**src/rtl/musa_if_pkg.sv**
```systemverilog
// Shared IF-stage constants, FSM encoding and fault codes for the PC sequencer.
package musa_if_pkg;

  localparam int PC_W  = 13;
  localparam int DEPTH = 8;

  typedef enum logic [1:0] {
    RUN      = 2'd0,
    RET_WAIT = 2'd1,
    FAULT    = 2'd2
  } pcState_t;

  typedef enum logic [1:0] {
    FLT_NONE = 2'b00,
    FLT_OVF  = 2'b01,
    FLT_UNF  = 2'b10,
    FLT_STK  = 2'b11
  } fault_t;

endpackage

```
**src/rtl/pc_depth_counter.sv**
```systemverilog
// Saturating up/down counter 0..DEPTH with full/empty flags; 1-cycle update,
// an increment at full or a decrement at empty is ignored.
module pc_depth_counter #(
  parameter int DEPTH = 8,
  parameter int CW    = 4
) (
  input  logic          clk,
  input  logic          reset,
  input  logic          inc,
  input  logic          dec,
  output logic [CW-1:0] count,
  output logic          full,
  output logic          empty
);

  assign full  = (count == CW'(DEPTH));
  assign empty = (count == '0);

  always_ff @(posedge clk or negedge reset) begin
    if (!reset) begin
      count <= '0;
    end else if (inc && !dec && !full) begin
      count <= count + CW'(1);
    end else if (dec && !inc && !empty) begin
      count <= count - CW'(1);
    end
  end

endmodule

```
**src/rtl/pc_flow_controller.sv**
```systemverilog
// Fetch-PC sequencer and return-stack guard: call/branch/seq in 1 cycle, return in 2.
// en=0 stalls RUN and drops requests; busy flags the RET_WAIT cycle, when UC requests are ignored.
module pc_flow_controller #(
  parameter int              PC_W     = musa_if_pkg::PC_W,
  parameter int              DEPTH    = musa_if_pkg::DEPTH,
  parameter logic [PC_W-1:0] RESET_PC = '0
) (
  input  logic            clk,
  input  logic            reset,
  input  logic            en,
  input  logic            branch,
  input  logic [PC_W-1:0] branch_target,
  input  logic            call,
  input  logic [PC_W-1:0] call_target,
  input  logic            ret,
  input  logic [PC_W-1:0] stack_pop_data,
  input  logic            stack_overflow,
  output logic [PC_W-1:0] pc,
  output logic            stack_push,
  output logic            stack_pop,
  output logic [PC_W-1:0] stack_push_data,
  output logic            busy,
  output logic [1:0]      fault,
  output logic [3:0]      depth
);

  import musa_if_pkg::*;

  pcState_t        state, nextState;
  fault_t          faultQ, nextFault;
  logic [PC_W-1:0] nextPc;
  logic [PC_W-1:0] pcPlusOne;
  logic            stackFull, stackEmpty;

  assign pcPlusOne       = pc + PC_W'(1);
  assign stack_push_data = pcPlusOne;
  assign busy            = (state == RET_WAIT);
  assign fault           = faultQ;

  pc_depth_counter #(
    .DEPTH (DEPTH),
    .CW    (4)
  ) depthCounter (
    .clk   (clk),
    .reset (reset),
    .inc   (stack_push),
    .dec   (stack_pop),
    .count (depth),
    .full  (stackFull),
    .empty (stackEmpty)
  );

  always_ff @(posedge clk or negedge reset) begin
    if (!reset) begin
      state  <= RUN;
      pc     <= RESET_PC;
      faultQ <= FLT_NONE;
    end else begin
      state  <= nextState;
      pc     <= nextPc;
      faultQ <= nextFault;
    end
  end

  always_comb begin
    nextState  = state;
    nextPc     = pc;
    nextFault  = faultQ;
    stack_push = 1'b0;
    stack_pop  = 1'b0;
    case (state)
      RUN: begin
        // The stack's own error outranks every UC request, including the stall.
        if (stack_overflow) begin
          nextState = FAULT;
          nextFault = FLT_STK;
        end else if (en) begin
          if (ret) begin
            if (!stackEmpty) begin
              stack_pop = 1'b1;
              nextState = RET_WAIT;
            end else begin
              nextState = FAULT;
              nextFault = FLT_UNF;
            end
          end else if (call) begin
            if (!stackFull) begin
              stack_push = 1'b1;
              nextPc     = call_target;
            end else begin
              nextState = FAULT;
              nextFault = FLT_OVF;
            end
          end else if (branch) begin
            nextPc = branch_target;
          end else begin
            nextPc = pcPlusOne;
          end
        end
      end
      RET_WAIT: begin
        if (stack_overflow) begin
          nextState = FAULT;
          nextFault = FLT_STK;
        end else begin
          nextPc    = stack_pop_data;
          nextState = RUN;
        end
      end
      default: begin
        nextState = FAULT;
      end
    endcase
  end

endmodule

```
**config.mk**
```make
export PLATFORM = sky130hd
export DESIGN_NAME = pc_flow_controller
export DESIGN_NICKNAME = d
export VERILOG_FILES = /design/src/rtl/musa_if_pkg.sv /design/src/rtl/pc_depth_counter.sv /design/src/rtl/pc_flow_controller.sv
export SDC_FILE = /design/constraint.sdc
export NUM_CORES = 1
export LEC_CHECK = 0
export BUFFER_PORTS_ARGS = -buffer_cell sky130_fd_sc_hd__buf_2
export CORE_UTILIZATION = 40
export DETAILED_ROUTE_END_ITERATION = 8
export PLACE_DENSITY = 0.77
export SLEW_MARGIN = 5
export SYNTH_ARGS = -nofsm -noshare
export SYNTH_HDL_FRONTEND = slang
export SYNTH_SLANG_ARGS = --single-unit
export TNS_END_PERCENT = 20
```
**constraint.sdc**
```tcl
create_clock -name clk -period 4 [get_ports clk]
set_input_delay 0.8 -clock clk [delete_from_list [all_inputs] [get_ports clk]]
set_output_delay 0.8 -clock clk [all_outputs]
set_load 0.02 [all_outputs]
```
==> summary.txt, run 1 <==
Timing
  – Hold Slack: 0.492 ns
  – Setup Total Neg Slack: 0 ns
  – Period utilisation layout: 0.708
  – Least-Margin Pin Slew: 0.680 ns
  – Fmax achieved: 353 MHz
  – Clk_skew: 0.00222 ns
  – Hold Vio Cnt, Final: 0
  – Pins Over Slew Limit: 0
  – Final setup vio count: 0
  – Final min period: 2.83 ns
  – RSZ-0062 raised after global routing: false
  – Slew margin rel.: 0.546

Clocking
  – Clk slew on worst S/H paths: 0.08 ns
  – Root buf cell: clkbuf_8
  – CTS Sinks: 21
  – CTS tree: yes
  – Htree depth: 1
  – Worst-skew pair later-pin latency: 0.26 ns
  – Post-CTS Resized: 0
  – Post-CTS setup buffers: 0
  – Hold_buf cts: 0
  – Num CTS Buffers: 3
  – Bufs on Longest Clock Path: 2

Yosys
  – Post-Synthesis Cells: 199
  – Unique masters post-synth: 48
  – Post-synth ARST share: 1.00
  – Synth top area share: 0.310
  – Synth Warn #: 0
  – Average size of a mapped cell: 8.51 µm²
  – Syn Nets: 249
  – Post-Syn Area: 1690 µm²
  – Synthesized flop and latch total: 21
  – Post-synth EDFFs: 0
  – Ys flop type: dfrtp_1
  – Register area share after synthesis: 0.310
  – Top area cells in the synthesized netlist: dfrtp_1 31%, a21oi_1 4.4%, xnor2_1 4.1%, nor2_1 3.8%, mux2i_1 3.5%
  – Largest area contributor in the netlist: dfrtp_1

Critical path
  – Buf/Inv on CP: 2
  – Slowest-stage cell, CP: dfrtp_1
  – Critical Path Max Stage Delay: 0.47 ns
  – Crit path kind: flop to output pin
  – Crit path max-delay family: simple AND/OR/NAND/NOR gates
  – WP data required: 3.20 ns
  – Critical-path maximum fanout: 7
  – Crit path launch type: flop
  – Worst Path Arrival: 2.03 ns
  – CP Cell Sequence: ha_1 > inv_1 > nor3_4 > nand3_1 > xnor2_1 > buf_2
  – Kind of end point of the critical path: output pin

Cells and area
  – Fillers: 410
  – Fin util: 0.534
  – Commonest non-fill, non-tap cell in the layout: buf_2
  – Fin nets: 324
  – Layout cell share with drive strength beyond 1: 0.341
  – Fin cells: 323
  – Most frequent cells in the layout: 80 x buf_2, 21 x dfrtp_1, 17 x nor2_1, 15 x a21oi_1, 14 x nand2_1
  – P&R area growth vs syn: 27.0%
  – N_diodes: 0

Placement
  – Routability cong.: 0.822
  – PortBufs: 80
  – HPWL after detailed placement: 3.49 mm
  – Dpl cells: 319

Floorplan
  – Placeable Area: 4030 µm²
  – # IOs: 81
  – Die X: 67.1 µm
  – Starting Density: 0.420
  – Row count: 23
  – Die area: 4500 µm²
  – Die Ht: 67.1 µm

Drt
  – WL per Instance: 14.3 µm
  – Vias per inst: 5.48
  – Number of routed nets with antenna violations: 0
  – DR pass1 iterations: 4
  – WL met1: 2.12 mm
  – Remaining DRCs: 0
  – Metal3 WL: 244 µm
  – Highest routed layer: met4
  – Met2 Routed Length: 2.23 mm
  – Total length of routed wires: 4.62 mm
  – DR vias: 1,769
  – First DRT Iteration DRCs: 158

Global route
  – Initial antenna violation count: 0
  – Largest net degree at the start of global routing: 29
  – Vias in the first global route: 1,585
  – GRT Util Overall: 0.208
  – Grt total ovfl: 0
  – First-pass GRT wire length: 7.12 mm

Job
  – Maximum Capacitance Violations: 0

Power
  – Worst VDD drop: 224 µV
  – Overall Power: 492 µW
  – Lkg Pwr: 1.11 nW
  – Pwr Density: 229 nW/µm²

Outcome
  – Status: complete, no violations

Hold path
  – Hold crit path type: primary input to asynchronous set/reset pin
[per-stage QoR]
step | worst slack, ns | area (µm²)
2_1_floorplan | 0.986 | 1690
3_3_place_gp | 1.17 | 2100
3_5_place_dp | 1.09 | 2100
4_1_cts | 1.19 | 2150
5_1_grt | 1.05 | 2150
6_report | 1.17 | 2150
[where the power goes]
part / internal, mW / switching [mW] / leakage [nW]
combinational: 0.0537 / 0.0663 / 0.805
sequential: 0.219 / 0.0119 / 0.279
clock: 0.0694 / 0.0719 / 0.0255
total: 0.342 / 0.150 / 1.11
[final timing paths]
check	depth (start not counted)	startpoint	end	slack (ns)
worst max-delay path	6	pc[0]	stack_push_data[12]	1.17
worst min-delay path	1	reset	pc[1]	0.49
worst max register to register	9	state[0]	depthCounter.count[3]	1.44
worst min register to register	2	fault[1]	fault[1]	0.55
max in group asynchronous	1	reset	pc[9]	3.18
min in group clk	2	fault[1]	fault[1]	0.55
[flip-flops by register name, summed over array words and instances (netlist names)]
register	cells
pc	13
depthCounter.count	4
fault	2
state	2
[layer usage]
layer  global-route usage  vias up
li1                     -      875
met1                0.275      830
met2                0.340       62
met3               0.0377        2
met4               0.0612        0
met5                    0        -
[cells in the mapped netlist, types with 2 or more instances]
master and n:
nand2_1 14, ha_1 3, a31oi_1 2, o21a_1 3, nor3_1 7, xor2_1 5
o21ai_0 10, a211oi_1 5, a221o_1 3, o311a_1 2, dfrtp_1 21, xnor2_1 8
o22a_1 4, nor2b_1 5, nand2b_1 9, mux2i_1 6, o31ai_1 4, inv_1 9
a2bb2oi_1 2, buf_2 3, o22ai_1 5, a21oi_1 15, nand4_1 2, mux2_2 2
clkbuf_1 4, nand3_1 6, and3_1 3, nor2_1 17
[worst register-to-register path, cell delays in order (launching register included)]
cell and delay, ns:
dfrtp_1 0.46, nand2b_1 0.21, nor3_1 0.28, nor3b_1 0.38
inv_1 0.15, ha_1 0.30, a21o_1 0.18, a21oi_1 0.17
mux2i_1 0.23, xnor2_1 0.14
[cell type report]
cell class | instances | area [µm²] | share of cell area
multi-input combinational | 159 | 1080 | 0.503
clock buffer | 3 | 41.3 | 0.0192
inverter | 9 | 33.8 | 0.0157
clock inverter | 1 | 5.00 | 0.00233
tap | 50 | 62.6 | 0.0291
timing repair buffer | 80 | 400 | 0.186
sequential | 21 | 526 | 0.244
[cells by family (layout without fill, tap and decap cells)]
group	count (synthesis)	after routing	synth area share
simple gates	73	73	0.232
fa+ha+maj	4	4	0.0340
xor+xnor	13	13	0.0673
flops	21	21	0.310
compound gates	61	61	0.256
buf+inv	19	93	0.0510
mux	8	8	0.0488
Note: power is estimated with default switching activity, not from simulation.
==> run 2, diff against run 1 <==
- clock period: 4 -> 2.9 ns (I/O delays scaled with it)
==> run 2 against run 1 <==
Effect of this change: sequential power grew 38%; sequential share of layout area shrank 0.17 points; via count grew 1.2%; die area is the same; hold slack lost 0.22 ns; critical endpoint unchanged.
==> summary.txt, run 2 (synthesis results as in run 1) <==
Clocking
  – Root buf cell: clkbuf_8 (unchanged)
  – Htree depth: 1 (unchanged)
  – Hold_buf cts: 0 (unchanged)
  – Num CTS Buffers: 3 (unchanged)
  – CTS tree: yes (unchanged)
  – Clk slew on worst S/H paths: 0.08 ns (about the same)
  – CTS Sinks: 21 (unchanged)
  – Worst-skew pair later-pin latency: 0.26 ns (about the same)
  – Bufs on Longest Clock Path: 2 (unchanged)
  – Post-CTS setup buffers: 0 (unchanged)
  – Post-CTS Resized: 0 (unchanged)

Cells and area
  – Commonest non-fill, non-tap cell in the layout: buf_2 (unchanged)
  – Max FFs per register: 13 (unchanged)
  – Largest Register: pc (unchanged)
  – Fin util: 0.537 (was 0.534)
  – Fillers: 428 (was 410)
  – Top flop regs: pc x13, depthCounter.count x4 (unchanged)
  – P&R area growth vs syn: 27.9% (was 27.0%)
  – N_diodes: 0 (unchanged)
  – Fin nets: 326 (was 324)
  – Layout cell share with drive strength beyond 1: 0.345 (was 0.341)
  – Most frequent cells in the layout: 80 x buf_2, 21 x dfrtp_1, 17 x nor2_1, 15 x a21oi_1, 14 x nand2_1 (unchanged)

Critical path
  – WP data required: 2.32 ns (was 3.20 ns)
  – Crit path launch type: flop (unchanged)
  – Crit path kind: flop to output pin (unchanged)
  – Kind of end point of the critical path: output pin (unchanged)
  – Worst Path Arrival: 2.00 ns (was 2.03 ns)
  – Critical-path maximum fanout: 7 (unchanged)

Timing
  – Clk_skew: 0.00384 ns (was 0.00222 ns)
  – Fmax achieved: 387 MHz
  – Pins Over Slew Limit: 0 (unchanged)
  – Final setup vio count: 0 (unchanged)
  – Setup Total Neg Slack: 0 ns (unchanged)
  – Final min period: 2.58 ns
  – Hold Vio Cnt, Final: 0 (unchanged)
  – Period utilisation layout: 0.891
  – Least-Margin Pin Slew: 0.681 ns (was 0.680 ns)
  – Slew margin rel.: 0.546 (about the same)
  – RSZ-0062 raised after global routing: false (unchanged)

Global route
  – Largest net degree at the start of global routing: 28 (was 29)
  – GR Util met3: 0.0360 (was 0.0377)
  – GRT Util Overall: 0.220 (was 0.208)
  – Global routing usage on met1: 0.280 (was 0.275)
  – Grt total ovfl: 0 (unchanged)
  – GRT met2 Usage: 0.385 (was 0.340)
  – Vias in the first global route: 1,657 (was 1,585)
  – Gr busiest metal: met2 (unchanged)
  – Initial antenna violation count: 0 (unchanged)
  – First-pass GRT wire length: 7.57 mm (was 7.12 mm)

Power
  – Lkg Pwr: 1.12 nW (was 1.11 nW)
  – Pwr Density: 315 nW/µm² (was 229 nW/µm²)
  – Worst VDD drop: 264 µV (was 224 µV)

Floorplan
  – Starting Density: 0.420 (unchanged)
  – Die X: 67.1 µm (unchanged)
  – Die Ht: 67.1 µm (unchanged)
  – # IOs: 81 (unchanged)
  – Placeable Area: 4030 µm² (unchanged)
  – Row count: 23 (unchanged)
  – Die area: 4500 µm² (unchanged)

Drt
  – WL per Instance: 14.4 µm (was 14.3 µm)
  – Vias per inst: 5.51 (was 5.48)
  – DR vias: 1,790 (was 1,769)
  – DR pass1 iterations: 4 (unchanged)
  – Number of routed nets with antenna violations: 0 (unchanged)
  – First DRT Iteration DRCs: 114 (was 158)
  – Total length of routed wires: 4.67 mm (was 4.62 mm)
  – Remaining DRCs: 0 (unchanged)

Hold path
  – Hold crit path type: primary input to asynchronous set/reset pin (unchanged)

Placement
  – PortBufs: 80 (unchanged)
  – HPWL after detailed placement: 3.49 mm (about the same)
  – Routability cong.: 0.768 (was 0.822)

Outcome
  – Status: complete, no violations (unchanged)

Job
  – Maximum Capacitance Violations: 0 (unchanged)
==> run 2: worst max-delay path, cell delays in order, from the launching register on <==
cell	delay [ns]
dfrtp_1	0.46
ha_1	0.26
inv_1	0.10
nor3_4	0.34
nand3_1	0.22
xnor2_1	0.17
buf_2	0.18
==> run 2: report_power, final <==
part | switching (mW) | total, mW | leakage [nW] | internal (mW)
registers | 0.0161 | 0.318 | 0.279 | 0.302
logic | 0.0922 | 0.167 | 0.814 | 0.0750
clock network | 0.102 | 0.197 | 0.0255 | 0.0957
total | 0.210 | 0.682 | 1.12 | 0.472
==> run 2: area by class of cell <==
cell class | instances | area (µm²) | area share
clock inverter | 1 | 5.00 | 0.00231
multi-input combinational | 159 | 1080 | 0.499
sequential | 21 | 526 | 0.243
clock buffer | 3 | 41.3 | 0.0191
inverter | 9 | 33.8 | 0.0156
tap | 50 | 62.6 | 0.0289
timing repair buffer | 82 | 415 | 0.192
==> run 2: layer usage <==
metal / routed length (µm) / vias up / part of all wire
li1: - / 879 / -
met1: 2050 / 835 / 0.44
met2: 2280 / 72 / 0.49
met3: 296 / 4 / 0.063
met4: 43 / 0 / 0.0092
met5: 0 / - / 0
==> run 2: stage by stage <==
stage	area, µm²	worst slack, ns	std cells	power [mW]	hold slack, ns
6_report	2160	0.317	325	0.682	0.276
5_1_grt	2160	0.149	325	0.717	0.313
4_1_cts	2160	0.305	325	0.687	0.287
3_5_place_dp	2120	0.283	321	0.491	0.531
3_3_place_gp	2120	0.366	321	0.488	0.533
2_1_floorplan	1690	0.106	199	0.420	0.284
==> run 2: final timing paths <==
| path | start | end | slack (ns) | cells past startpoint |
|---|---|---|---|---|
| min in group clk | fault[1] | fault[1] | 0.54 | 2 |
| max in group asynchronous | reset | pc[9] | 2.29 | 1 |
| worst max-delay path | pc[0] | stack_push_data[12] | 0.32 | 6 |
| worst min-delay path | reset | pc[5] | 0.28 | 1 |
| worst min register to register | fault[1] | fault[1] | 0.54 | 2 |
| worst max register to register | state[0] | depthCounter.count[3] | 0.40 | 9 |
==> run 3, diff against run 2 <==
- SYNTH_HIERARCHICAL: unset -> 1
==> run 3 against run 2 <==
Effect of this change: combinational power grew 40%; non-clock buffer count grew 11; hold slack gained 0.00053 ns; final cell count grew 3.4%.
==> summary.txt, run 3 <==
Critical path
  – Worst Path Arrival: 2.91 ns (was 2.00 ns)
  – Kind of end point of the critical path: flop (was output pin)
  – WP data required: 3.04 ns (was 2.32 ns)
  – R2R cell count: 9 (unchanged)
  – Reg-to-reg slack, setup: 0.13 ns (was 0.40 ns)
  – Reg2reg end: depthCounter/count[3] (was depthCounter.count[3])
  – Crit path launch type: flop (unchanged)
  – Crit path max-delay family: simple AND/OR/NAND/NOR gates (unchanged)
  – Slowest-stage cell, CP: or3_1 (was dfrtp_1)
  – Buf/Inv on CP: 0 (was 2)
  – Crit path kind: flop to flop (was flop to output pin)
  – Critical R2R Launch: depthCounter/count[2] (was state[0])
  – CP Cell Sequence: or3_1 > nor2_2 > nor3_2 > or3b_4 > ha_1 > a21o_1 > a2111oi_1 > o21a_1 > a211oi_1 (was ha_1 > inv_1 > nor3_4 > nand3_1 > xnor2_1 > buf_2)
  – Critical-path maximum fanout: 5 (was 7)
  – Critical Path Max Stage Delay: 0.47 ns (was 0.46 ns)

Drt
  – Vias per inst: 5.60 (was 5.51)
  – Remaining DRCs: 0 (unchanged)
  – DR vias: 1,881 (was 1,790)
  – WL per Instance: 14.7 µm (was 14.4 µm)
  – WL met1: 2.22 mm (was 2.05 mm)
  – DR pass1 iterations: 4 (unchanged)
  – Met2 Routed Length: 2.32 mm (was 2.28 mm)
  – Total length of routed wires: 4.95 mm (was 4.67 mm)
  – First DRT Iteration DRCs: 133 (was 114)
  – Number of routed nets with antenna violations: 0 (unchanged)
  – Metal3 WL: 383 µm (was 296 µm)
  – Highest routed layer: met4 (unchanged)

Yosys
  – Register area share after synthesis: 0.318 (was 0.310)
  – Unique masters post-synth: 47 (was 48)
  – Post-Synth XOR/XNOR Area: 0.0635 (was 0.0673)
  – Syn Nets: 247 (was 249)
  – Post-Syn Area: 1650 µm² (was 1690 µm²)
  – Synth Warn #: 6 (was 0)
  – Post-synth EDFFs: 0 (unchanged)
  – Largest area contributor in the netlist: dfrtp_1 (unchanged)
  – Ys flop type: dfrtp_1 (unchanged)
  – Synth top area share: 0.318 (was 0.310)
  – Largest family of logic cells by synthesized area: compound AO/OA/AOI/OAI gates (unchanged)
  – Post-synthesis compound-gate area fraction: 0.253 (was 0.256)
  – Multiplexer area fraction after synthesis: 0.0484 (was 0.0488)
  – Synthesized flop and latch total: 21 (unchanged)
  – Post-synth ARST share: 1.00 (unchanged)
  – Top area cells in the synthesized netlist: dfrtp_1 32%, nand2_1 4.3%, a21oi_1 4.2%, o21ai_0 3.3%, nor2_1 3.2% (was dfrtp_1 31%, a21oi_1 4.4%, xnor2_1 4.1%, nor2_1 3.8%, mux2i_1 3.5%)
  – Simple-gate share of the synthesized area: 0.241 (was 0.232)
  – Synth Area in Adders: 0.0348 (was 0.0340)
  – Most frequent cells after synthesis: 21 x dfrtp_1, 19 x nand2_1, 14 x a21oi_1, 14 x nor2_1, 11 x o21ai_0 (was 21 x dfrtp_1, 17 x nor2_1, 15 x a21oi_1, 14 x nand2_1, 10 x o21ai_0)
  – Top-count cell post-synth: dfrtp_1 (unchanged)
  – Post-Synthesis Cells: 197 (was 199)
  – Average size of a mapped cell: 8.40 µm² (was 8.51 µm²)

Floorplan
  – Die area: 4400 µm² (was 4500 µm²)
  – Row count: 23 (unchanged)
  – Placeable Area: 3970 µm² (was 4030 µm²)
  – # IOs: 81 (unchanged)
  – Die Ht: 66.3 µm (was 67.1 µm)
  – Die X: 66.3 µm (was 67.1 µm)
  – Starting Density: 0.417 (was 0.420)

Job
  – Maximum Capacitance Violations: 0 (unchanged)

Power
  – Lkg Pwr: 1.13 nW (was 1.12 nW)
  – Pwr Density: 336 nW/µm² (was 315 nW/µm²)
  – Worst VDD drop: 155 µV (was 264 µV)
  – Overall Power: 756 µW (was 682 µW)

Cells and area
  – Fillers: 379 (was 428)
  – Top flop regs: pc x13, depthCounter/count x4 (was pc x13, depthCounter.count x4)
  – Max FFs per register: 13 (unchanged)
  – N_diodes: 0 (unchanged)
  – Layout cell share with drive strength beyond 1: 0.392 (was 0.345)
  – Most frequent cells in the layout: 80 x buf_2, 21 x dfrtp_1, 19 x nand2_1 (was 80 x buf_2, 21 x dfrtp_1, 17 x nor2_1, 15 x a21oi_1, 14 x nand2_1)
  – Commonest non-fill, non-tap cell in the layout: buf_2 (unchanged)
  – P&R area growth vs syn: 35.9% (was 27.9%)
  – Largest Register: pc (unchanged)
  – Fin nets: 337 (was 326)

Clocking
  – Clk slew on worst S/H paths: 0.08 ns (about the same)
  – CTS tree: yes (unchanged)
  – Worst-skew pair later-pin latency: 0.25 ns (was 0.26 ns)
  – Num CTS Buffers: 3 (unchanged)
  – Root buf cell: clkbuf_8 (unchanged)
  – Bufs on Longest Clock Path: 2 (unchanged)
  – CTS Sinks: 21 (unchanged)
  – Htree depth: 1 (unchanged)
  – Post-CTS setup buffers: 0 (unchanged)

Global route
  – Initial antenna violation count: 0 (unchanged)
  – Vias in the first global route: 1,719 (was 1,657)
  – First-pass GRT wire length: 7.96 mm (was 7.57 mm)
  – GRT Util Overall: 0.233 (was 0.220)
  – Grt total ovfl: 0 (unchanged)
  – Largest net degree at the start of global routing: 24 (was 28)

Timing
  – Final min period: 2.77 ns (was 2.58 ns)
  – Slew margin rel.: 0.650 (was 0.546)
  – Final setup vio count: 0 (unchanged)
  – Hold Slack: 0.277 ns (was 0.276 ns)
  – Setup Total Neg Slack: 0 ns (unchanged)
  – Fmax achieved: 361 MHz (was 387 MHz)
  – Pins Over Slew Limit: 0 (unchanged)
  – Clk_skew: 0.00207 ns (was 0.00384 ns)
  – Least-Margin Pin Slew: 0.524 ns (was 0.681 ns)
  – RSZ-0062 raised after global routing: false (unchanged)
  – Period utilisation layout: 0.956 (was 0.891)
  – Final setup margin: 0.129 ns (was 0.317 ns)
  – Hold Vio Cnt, Final: 0 (unchanged)

Placement
  – Pre-CTS WS: -0.0192 ns (was 0.283 ns)
  – Routability cong.: 0.820 (was 0.768)
  – PortBufs: 80 (unchanged)
  – HPWL after detailed placement: 3.75 mm (was 3.49 mm)

Outcome
  – Status: complete, no violations (unchanged)

Hold path
  – Hold crit path type: primary input to asynchronous set/reset pin (unchanged)
run 3: final cells by class:
class	instances	area (µm²)	area share
clock inverters	1	5.00	0.00223
multi-input cells	160	1090	0.483
well taps	50	62.6	0.0278
clock buffers	3	41.3	0.0184
repair buffers	93	498	0.221
inverters	8	30.0	0.0134
flip-flops and latches	21	526	0.234
run 3: report_power, final:
group | switching, mW | internal, mW | leakage, nW | total, mW
logic | 0.134 | 0.0994 | 0.825 | 0.233
clock network | 0.0942 | 0.0955 | 0.0255 | 0.190
registers | 0.0254 | 0.308 | 0.276 | 0.334
total | 0.253 | 0.503 | 1.13 | 0.756
run 3: worst max path at each step:
stage / startpoint / endpoint / slack (ns) / cells after the start
final: depthCounter/count[2] / depthCounter/count[3] / 0.13 / 9
after global routing: depthCounter/count[2] / depthCounter/count[3] / 0.02 / 9
after CTS: depthCounter/count[2] / depthCounter/count[3] / 0.09 / 9
after detailed placement: en / depthCounter/count[3] / -0.02 / 10
after global placement: en / depthCounter/count[3] / 0.07 / 10
after floorplan: en / depthCounter/count[3] / -0.17 / 9
run 3: logic make-up (layout without fill, tap and decap cells):
logic type               count (synthesis)  in the layout
AND/OR/NAND/NOR                         74             74
flip-flops                              21             21
adder cells (fa/ha/maj)                  4              4
multiplexers                             7              7
XOR/XNOR                                12             12
AO/OA/AOI/OAI                           63             63
buffers and inverters                   16            105
run 3: per-stage QoR:
stage	std cells	utilization	instance area, µm²
after floorplan	197	-	1670
after global placement	332	0.553	2190
after detailed placement	332	0.553	2190
after CTS	336	0.564	2240
after global routing	336	0.566	2250
final	336	0.566	2250
run 3: timing repair:
action,in CTS,in global routing
setup endpoints to repair,0,1
resized for setup,0,3
hold buffers,0,0
run 3: per-layer routing:
metal | vias to the layer above | global-route usage
met5 | - | 0
met4 | 0 | 0.0399
met3 | 2 | 0.0362
met2 | 68 | 0.415
met1 | 888 | 0.299
li1 | 923 | -
